### config.mk
export PLATFORM = sky130hd
export DESIGN_NAME = imem_access_arbiter
export DESIGN_NICKNAME = d
export VERILOG_FILES = /design/src/rtl/imem_access_arbiter.sv
export SDC_FILE = /design/constraint.sdc
export NUM_CORES = 1
export LEC_CHECK = 0
export CORE_AREA = 2 2 93 95
export CTS_CLUSTER_SIZE = 28
export DETAILED_ROUTE_END_ITERATION = 10
export DIE_AREA = 0 0 95 97
export GPL_ROUTABILITY_DRIVEN = 0
export MAX_ROUTING_LAYER = met4
export PLACE_DENSITY = 0.77
export SKIP_CTS_REPAIR_TIMING = 1
export SYNTH_ARGS = -nofsm -noshare
export SYNTH_HDL_FRONTEND = slang
export SYNTH_SLANG_ARGS = --single-unit
### constraint.sdc
create_clock -name ip_clk -period 5.2 [get_ports ip_clk]
set_input_delay 1.04 -clock ip_clk [delete_from_list [all_inputs] [get_ports ip_clk]]
set_output_delay 1.04 -clock ip_clk [all_outputs]
set_load 0.01 [all_outputs]
### src/rtl/imem_access_arbiter.sv
// Arbitrates the single-ported instruction memory between the CPU fetch port and
// the program loader, sequencing BOOT (load only) then RUN (fetch priority with loader starvation guard).
module imem_access_arbiter #(
  parameter int DEPTH      = 32,
  parameter int STARVE_MAX = 4
) (
  input  logic        ip_clk,
  input  logic        ip_rst_n,
  input  logic        ip_fetch_req,
  input  logic [31:0] ip_fetch_addr,
  output logic        op_fetch_gnt,
  output logic        op_fetch_valid,
  output logic [31:0] op_fetch_instr,
  output logic        op_fetch_err,
  input  logic        ip_load_req,
  input  logic [31:0] ip_load_addr,
  input  logic [31:0] ip_load_data,
  output logic        op_load_gnt,
  output logic        op_load_err,
  input  logic        ip_boot_done,
  input  logic        ip_reload,
  output logic        op_cpu_run,
  output logic [31:0] op_mem_addr,
  output logic [31:0] op_mem_wdata,
  output logic        op_mem_we,
  input  logic [31:0] ip_mem_rdata
);

  localparam int CW = $clog2(STARVE_MAX + 1);

  typedef enum logic {BOOT, RUN} state_t;

  state_t        state_q, state_d;
  logic [CW-1:0] starve_q, starve_d;
  logic          fetch_valid_q, fetch_valid_d;
  logic          fetch_err_q, fetch_err_d;
  logic [31:0]   fetch_instr_q, fetch_instr_d;
  logic          load_err_q, load_err_d;

  logic fetch_gnt, load_gnt, fetch_legal, load_legal, starve_full;

  function automatic logic addr_legal(input logic [31:0] a);
    return (a[1:0] == 2'b00) && (a[31:2] < 30'(DEPTH));
  endfunction

  assign fetch_legal = addr_legal(ip_fetch_addr);
  assign load_legal  = addr_legal(ip_load_addr);
  assign starve_full = (starve_q == CW'(STARVE_MAX));

  always_comb begin
    fetch_gnt = 1'b0;
    load_gnt  = 1'b0;
    if (state_q == BOOT) begin
      load_gnt = ip_load_req;
    end else begin
      // Fetch wins a tie unless the loader has waited STARVE_MAX cycles.
      if (ip_load_req && (!ip_fetch_req || starve_full)) begin
        load_gnt = 1'b1;
      end else begin
        fetch_gnt = ip_fetch_req;
      end
    end
  end

  always_comb begin
    state_d       = state_q;
    starve_d      = starve_q;
    fetch_valid_d = fetch_gnt;
    fetch_err_d   = fetch_gnt && !fetch_legal;
    fetch_instr_d = (fetch_gnt && fetch_legal) ? ip_mem_rdata : 32'h0;
    load_err_d    = load_gnt && !load_legal;

    case (state_q)
      BOOT: begin
        starve_d = '0;
        if (ip_boot_done) state_d = RUN;
      end
      RUN: begin
        if (!ip_load_req || load_gnt) begin
          starve_d = '0;
        end else if (!starve_full) begin
          starve_d = starve_q + 1'b1;
        end
        if (ip_reload) begin
          state_d  = BOOT;
          starve_d = '0;
        end
      end
      default: state_d = BOOT;
    endcase
  end

  always_ff @(posedge ip_clk) begin
    if (!ip_rst_n) begin
      state_q       <= BOOT;
      starve_q      <= '0;
      fetch_valid_q <= 1'b0;
      fetch_err_q   <= 1'b0;
      fetch_instr_q <= 32'h0;
      load_err_q    <= 1'b0;
    end else begin
      state_q       <= state_d;
      starve_q      <= starve_d;
      fetch_valid_q <= fetch_valid_d;
      fetch_err_q   <= fetch_err_d;
      fetch_instr_q <= fetch_instr_d;
      load_err_q    <= load_err_d;
    end
  end

  assign op_fetch_gnt   = fetch_gnt;
  assign op_load_gnt    = load_gnt;
  assign op_fetch_valid = fetch_valid_q;
  assign op_fetch_err   = fetch_err_q;
  assign op_fetch_instr = fetch_instr_q;
  assign op_load_err    = load_err_q;
  assign op_cpu_run     = (state_q == RUN);
  assign op_mem_addr    = load_gnt ? ip_load_addr : ip_fetch_addr;
  assign op_mem_wdata   = ip_load_data;
  assign op_mem_we      = load_gnt && load_legal;

endmodule
[After elaboration in Yosys (flattened, before gate mapping)]
Index checks and enable logic that the tools add are counted.
Word-level totals
  bits of input ports: 134
  register bits: 39
  output and inout port bits: 103
Cells by class
  add/sub/neg operators: 1
  mux-type cells: 12
  reduce and logical (&&, ||, !) cells: 16
  bitwise operators: 1
  magnitude comparators: 2
  equal/unequal tests: 2
Operator list (number)
  30-bit by 6-bit less-than comparator with 1-bit output, second input constant: 2
  32-bit two-way mux: 1
  3-bit two-way mux: 3
  1-bit logical AND: 7
  1-bit two-way mux: 6
  3-bit case mux with 2 select lines: 1
  1-bit logical NOT: 4
  2-bit logical NOT: 2
  4-bit by 3-bit inequality test with 1-bit output, second input constant: 1
  3-bit by 1-bit adder with 3-bit output, second input constant: 1
  3-bit == test, second input constant: 1
  1-bit logical OR: 2
  1-bit case mux with 2 select lines: 1
  2-bit AND reduction: 1
  1-bit inverter: 1

[Longest topological paths before layout]
Gate-level depths: netlist of run 1.
  word-level depth: 9
  gate-level depth with buffers: 7

[Worst setup path after synthesis of run 1]
Ideal clock, no wire load.
  path kind: input-to-output
  start: in ip_fetch_req
  end: out op_mem_addr[23]
  data required time: 4.160 ns
  data arrival time: 1.891 ns
  stages: 5
  slack: 2.269 ns
  cells stage by stage: nand2_1 o21ai_2 inv_2 buf_2 mux2_1
Between the ends
  word-level cells in the longest chain between the ends: 6
RTL lines
  from (decl): RTL line 9  | input logic ip_fetch_req,
  1-bit logical NOT: RTL line 57  | if (ip_load_req && (!ip_fetch_req || starve_full)) begin
  1-bit logical OR: RTL line 57
  1-bit logical AND: RTL line 57
  1-bit two-way mux: RTL line 57
  1-bit two-way mux: RTL line 53  | if (state_q == BOOT) begin
  named net op_load_gnt: RTL line 18  | output logic op_load_gnt,
  32-bit two-way mux: RTL line 118  | assign op_mem_addr = load_gnt ? ip_load_addr : ip_fetch_addr;
  to (decl): RTL line 23  | output logic [31:0] op_mem_addr,
The timed path passes the listed nets, and every way through them passes these cells.

[Worst setup path after layout of run 1]
  start: in ip_load_req
  end: out op_mem_addr[27]
Between the ends
  word-level cells in the longest chain between the ends: 4
RTL lines
  from (decl): RTL line 15  | input logic ip_load_req,
  1-bit logical AND: RTL line 57
  1-bit two-way mux: RTL line 57
  1-bit two-way mux (*): RTL line 53
  32-bit two-way mux (*): RTL line 118
Mark *: on every way between the ends. The rest lies on a longest branch, timed or not.

==> results of run 1 <==
## stage by stage
step | instances | util [%] | hold WS [ps] | setup slack (ps) | area (um2)
6_report | 465 | 48.5 | 454 | 1000 | 3940
5_1_grt | 465 | 48.5 | 484 | 920 | 3940
2_1_floorplan | 222 | - | 417 | 2270 | 2260
3_5_place_dp | 457 | 46.8 | 450 | 1020 | 3810
3_3_place_gp | 457 | 46.8 | 430 | 1050 | 3810
4_1_cts | 465 | 48.5 | 462 | 1010 | 3940
## power groups by stage
stage / logic, mW / registers [mW] / clock network, mW
6_report: 0.197 / 0.301 / 0.290
5_1_grt: 0.208 / 0.301 / 0.310
4_1_cts: 0.198 / 0.301 / 0.301
3_5_place_dp: 0.197 / 0.308 / 0
3_3_place_gp: 0.196 / 0.308 / 0
2_1_floorplan: 0.0829 / 0.309 / 0
## logic make-up (layout without fill, tap and decap cells)
group           after synthesis  after routing  share of synthesized area, %
buf+inv                      81            219                          20.3
simple gates                 62             62                          25.8
flops                        39             39                          34.6
mux                          32             32                          16.0
compound gates                5              5                          1.83
fa+ha+maj                     2              2                          1.11
xor+xnor                      1              1                         0.388
## worst register-to-register path, stage by stage, from the launching register on
cell and delay (ps):
dfxtp_1 330, inv_1 60, ha_1 160, and2_1 190
o21ai_2 90, inv_2 530, o211a_1 250
## path summary, 6_finish.rpt
check        slack [ps]  depth (start not counted)              end        start
max reg2reg        3530                          6      op_load_err  starve_q[0]
min reg2reg         450                          1      starve_q[0]  starve_q[0]
min                 450                          1      starve_q[0]  starve_q[0]
max                1000                          5  op_mem_addr[27]  ip_load_req
## cell usage after synthesis
library cell  count  area share, %
a21boi_0          1           0.33
mux2_1           14            7.0
nor3_1            3           0.67
nand4_2           1           0.55
nor4_2           33             18
nand2_1           1           0.17
buf_6             3            1.5
o21ai_2           1           0.39
nand3_1           4           0.89
a21oi_1           1           0.22
o211a_1           1           0.44
and2_1            1           0.28
nor4_1           11            3.1
nand2b_1          2           0.55
o21ba_1           1           0.44
or3_1             1           0.28
nand4_1           2           0.55
nor2_1            3           0.50
inv_2             1           0.17
inv_1            36            6.0
buf_4            32             11
dfxtp_1          39             35
buf_2             9            2.0
ha_1              2            1.1
xnor2_1           1           0.39
mux2_2           18            9.0
## layout make-up
class                      count  area, um2
tap                          105        131
timing repair buffer         174       1740
inverter                      37        139
fill                         747       4190
multi-input combinational    102       1020
clock inverter                 2       60.1
sequential                    39        781
clock buffer                   6       72.6
## registers in the layout, summed over array words and instances, names as in the netlist
| name | count |
|---|---|
| op_cpu_run | 1 |
| op_fetch_valid | 1 |
| op_fetch_instr | 32 |
| op_load_err | 1 |
| op_fetch_err | 1 |
| starve_q | 3 |
## metal layers
| metal | track usage, % | share of wire [%] | up-vias |
|---|---|---|---|
| met3 | 4.91 | 10 | 10 |
| met2 | 28.8 | 53 | 147 |
| met4 | 4.68 | 1.5 | 0 |
| met5 | - | 0 | - |
| met1 | 16.2 | 35 | 912 |
| li1 | - | - | 1008 |
==> impl_metrics.env, run 1 <==
export IMPL_grt_overflow=0
export IMPL_start_util_pct=27.7
export IMPL_ys_seq_area_share_pct=34.6
export IMPL_max_cap_viol_count=0
export IMPL_tightest_slew_ps=969
export IMPL_clockRootBuffer="clkbuf_8"
export IMPL_p_leak_nw=1.43
export IMPL_power_frac_comb_pct=25.0
export IMPL_finalSetupViolCount=0
export IMPL_die_w_um=95
export IMPL_status="finished, final reports clean"
export IMPL_maxSlewHeadroom_pct=35.3
export IMPL_grt_pass1_vias=2002
export IMPL_tns_ps=0
export IMPL_path_cells="clkdlybuf4s50_1 > o21ai_2 > inv_2 > mux2_1 > clkdlybuf4s50_1"
export IMPL_worstSetupStartpointType="input pin"
export IMPL_grt_first_pass_wirelength_um=11000
export IMPL_syn_nets=358
export IMPL_core_area_mm2=0.00813
export IMPL_power_density_mw_per_mm2=200
export IMPL_slew_violations=0
export IMPL_place_hpwl_um=6360
export IMPL_clk_latency_ps=280
export IMPL_avgSynthCellArea_um2=10.2
export IMPL_cts_made_buffers=5
export IMPL_track_usage_pct=15.9
export IMPL_yosys_warnings=0
export IMPL_vias=2077
export IMPL_timing_final_crit_period_ps=4200
export IMPL_crit_top_cell="clkdlybuf4s50_1"
export IMPL_internal_power_uw=621
export IMPL_hold_class="reg -> reg"
export IMPL_synth_seq_cells=39
export IMPL_wl_per_cell_um=16.5
export IMPL_cp_slowest_cell="clkdlybuf4s50_1"
export IMPL_rsz0062_at_grt="no"
export IMPL_h_tree_depth=2
export IMPL_area_growth_pct=74.8
export IMPL_cp_required_ps=4160
export IMPL_path_clk_slew_ps=70
export IMPL_grt_max_degree=35
export IMPL_clock_sinks=39
export IMPL_port_buffers=172
export IMPL_viasPerCell=4.47
export IMPL_worstSetupEndpointType="primary output"
export IMPL_antenna_found_initial=0
export IMPL_firstDrtPassIters=4
export IMPL_final_antenna_net_count=0
export IMPL_crit_type="in -> out"
export IMPL_synth_cell_types=26
export IMPL_syn_inst=222
export IMPL_hold_viol_final=0
export IMPL_finalPower_uw=789
export IMPL_power_switching_uw=168
export IMPL_cts_tree="built"
export IMPL_drive_gt1_share_pct=17.8
export IMPL_critPathMaxFanout=34
export IMPL_switching_share_pct=21.3
export IMPL_peakVddDrop_uv=120
export IMPL_drt_iter0_drc=61
export IMPL_final_nets=495
export IMPL_fmax_mhz=238
export IMPL_p_seq_share_pct=38.2
export IMPL_path_buf_inv=3
export IMPL_syn_area_mm2=0.00226
export IMPL_final_common_cell="clkdlybuf4s50_1"
export IMPL_die_area_mm2=0.00922
export IMPL_skew_ps=7.84
export IMPL_diodes=0
export IMPL_rows=33
export IMPL_num_io_pins=237
export IMPL_route_detailed_drc=0
export IMPL_cts_buffer_depth=2
export IMPL_slowest_delay_ps=550
export IMPL_wl_um=7700
export IMPL_arrival_ps=3160
export IMPL_cpLargestDelayFamily="buffers and inverters"
export IMPL_layout_common_cells="172 x clkdlybuf4s50_1, 39 x dfxtp_1, 36 x inv_1"
export IMPL_clkPwrFrac_pct=36.8
export IMPL_timing_final_crit_share_pct=80.7
export IMPL_die_h_um=97
Note: power is estimated with default switching activity, not from simulation.
==> run 2: changes to the inputs <==
CORE_AREA = unset   (was 2 2 93 95)
CORE_MARGIN = 2   (was unset)
CORE_UTILIZATION = 29   (was unset)
DIE_AREA = unset   (was 0 0 95 97)
PLACE_DENSITY = 0.81   (was 0.77)
clock period = 3.9 ns   (was 5.2 ns; I/O delays follow)
==> run 2 against run 1 <==
Effect of this change: sequential share of layout area barely moved; largest power group unchanged; combinational power increased by 33%; die area decreased by 7.7%; highest routed layer unchanged; first-iteration DRC count is 15% lower; largest cell class unchanged.
==> impl_metrics.env, run 2 (synthesis gave the netlist of run 1 again) <==
export IMPL_status="finished, final reports clean"
export IMPL_cp_startpoint="ip_load_req"
export IMPL_placed_area_mm2=0.00381
export IMPL_clk_latency_ps=280
export IMPL_tns_ps=0
export IMPL_register_area_um2=781
export IMPL_wl_um=7630
export IMPL_dp_cells=455
export IMPL_cts_made_buffers=5
export IMPL_timing_final_crit_share_pct=93.0
export IMPL_arrival_ps=2850
export IMPL_skew_ps=6.79
export IMPL_die_h_um=92.2
export IMPL_cts_buffer_depth=2
export IMPL_clock_sinks=39
export IMPL_grt_first_pass_wirelength_um=11600
export IMPL_timing_final_crit_period_ps=3630
export IMPL_finalSetupViolCount=0
export IMPL_max_cap_viol_count=0
export IMPL_tightest_slew_ps=662
export IMPL_die_area_mm2=0.00850
export IMPL_cts_tree="built"
export IMPL_layout_common_cells="172 x clkdlybuf4s50_1, 39 x dfxtp_1, 36 x inv_1"
export IMPL_track_usage_pct=17.8
export IMPL_fillers=689
export IMPL_final_nets=496
export IMPL_r2r_cells=6
export IMPL_viasPerCell=4.51
export IMPL_layout_setup_ws_ps=272
export IMPL_p_leak_nw=1.44
export IMPL_min_delay_start="starve_q[0]"
export IMPL_h_tree_depth=2
export IMPL_grt_overflow=0
export IMPL_worstSetupStartpointType="input pin"
export IMPL_finalPower_mw=1.05
export IMPL_start_util_pct=29.5
export IMPL_area_growth_pct=74.9
export IMPL_grt_pass1_vias=2131
export IMPL_final_antenna_net_count=0
export IMPL_fin_util_pct=51.6
export IMPL_cp_required_ps=3120
export IMPL_grt_max_degree=35
export IMPL_peakVddDrop_uv=147
export IMPL_port_buffers=172
export IMPL_slew_violations=0
export IMPL_drt_iter0_drc=52
export IMPL_design_area_mm2=0.00395
export IMPL_fmax_mhz=276
export IMPL_core_area_mm2=0.00765
export IMPL_multi_input_area_mm2=0.00102
export IMPL_critPathMaxFanout=34
export IMPL_die_w_um=92.2
export IMPL_preCtsSetupSlack_ps=271
export IMPL_rows=32
export IMPL_hold_viol_final=0
export IMPL_timing_rr_start="starve_q[0]"
export IMPL_place_hpwl_um=6370
export IMPL_firstDrtPassIters=4
export IMPL_min_to="starve_q[0]"
export IMPL_worstHoldPathCells=1
export IMPL_antenna_found_initial=0
export IMPL_worstSetupEndpointType="primary output"
export IMPL_hold_class="reg -> reg"
export IMPL_route_detailed_drc=0
export IMPL_num_io_pins=237
export IMPL_clockRootBuffer="clkbuf_8"
export IMPL_final_common_cell="clkdlybuf4s50_1"
export IMPL_reg2reg_slack_ps=2280
export IMPL_r2r_end="op_load_err"
export IMPL_rsz0062_at_grt="no"
export IMPL_crit_type="in -> out"
export IMPL_power_density_mw_per_mm2=267
export IMPL_path_clk_slew_ps=70
export IMPL_largest_register_ffs=32
export IMPL_instances_no_fill=463
export IMPL_drive_gt1_share_pct=18.0
export IMPL_holdWs_ps=465
export IMPL_maxSlewHeadroom_pct=55.8
export IMPL_vias=2089
export IMPL_diodes=0
export IMPL_wl_per_cell_um=16.5
run 2: cell count changes in the layout (fill, tap and decap cells not counted), sizes merged:
cell	change
buf	+1
run 2: worst max path at each step:
| stage | to | slack (ps) |
|---|---|---|
| 3_3_place_gp | op_mem_addr[4] | 320 |
| 2_1_floorplan | op_mem_addr[23] | 1490 |
| 5_1_grt | op_mem_addr[8] | 180 |
| 4_1_cts | op_mem_addr[19] | 260 |
| 6_report | op_mem_addr[9] | 270 |
| 3_5_place_dp | op_mem_addr[19] | 270 |
run 2: cell type report:
cell class / instances / share of cell area [%]
multi-input cells: 102 / 25.9
flip-flops and latches: 39 / 19.8
inverters: 37 / 3.52
well taps: 102 / 3.23
repair buffers: 175 / 44.2
clock buffers: 6 / 1.84
clock inverters: 2 / 1.52
run 2: layer usage:
| metal | track usage (%) | up-vias | share of wire (%) |
|---|---|---|---|
| met4 | 4.73 | 0 | 1.3 |
| met5 | - | - | 0 |
| met3 | 7.97 | 10 | 12 |
| met1 | 18.9 | 929 | 37 |
| met2 | 30.3 | 147 | 50 |
| li1 | - | 1003 | - |
run 2: critical path: stages:
cell             delay, ps
clkdlybuf4s50_1        550
o21ai_2                 90
inv_2                  490
mux2_1                 420
clkdlybuf4s50_1        490
run 2: report_power, final:
part | switching (mW) | internal (mW)
Combinational | 0.0903 | 0.172
Clock | 0.135 | 0.256
Sequential | 0.00126 | 0.400
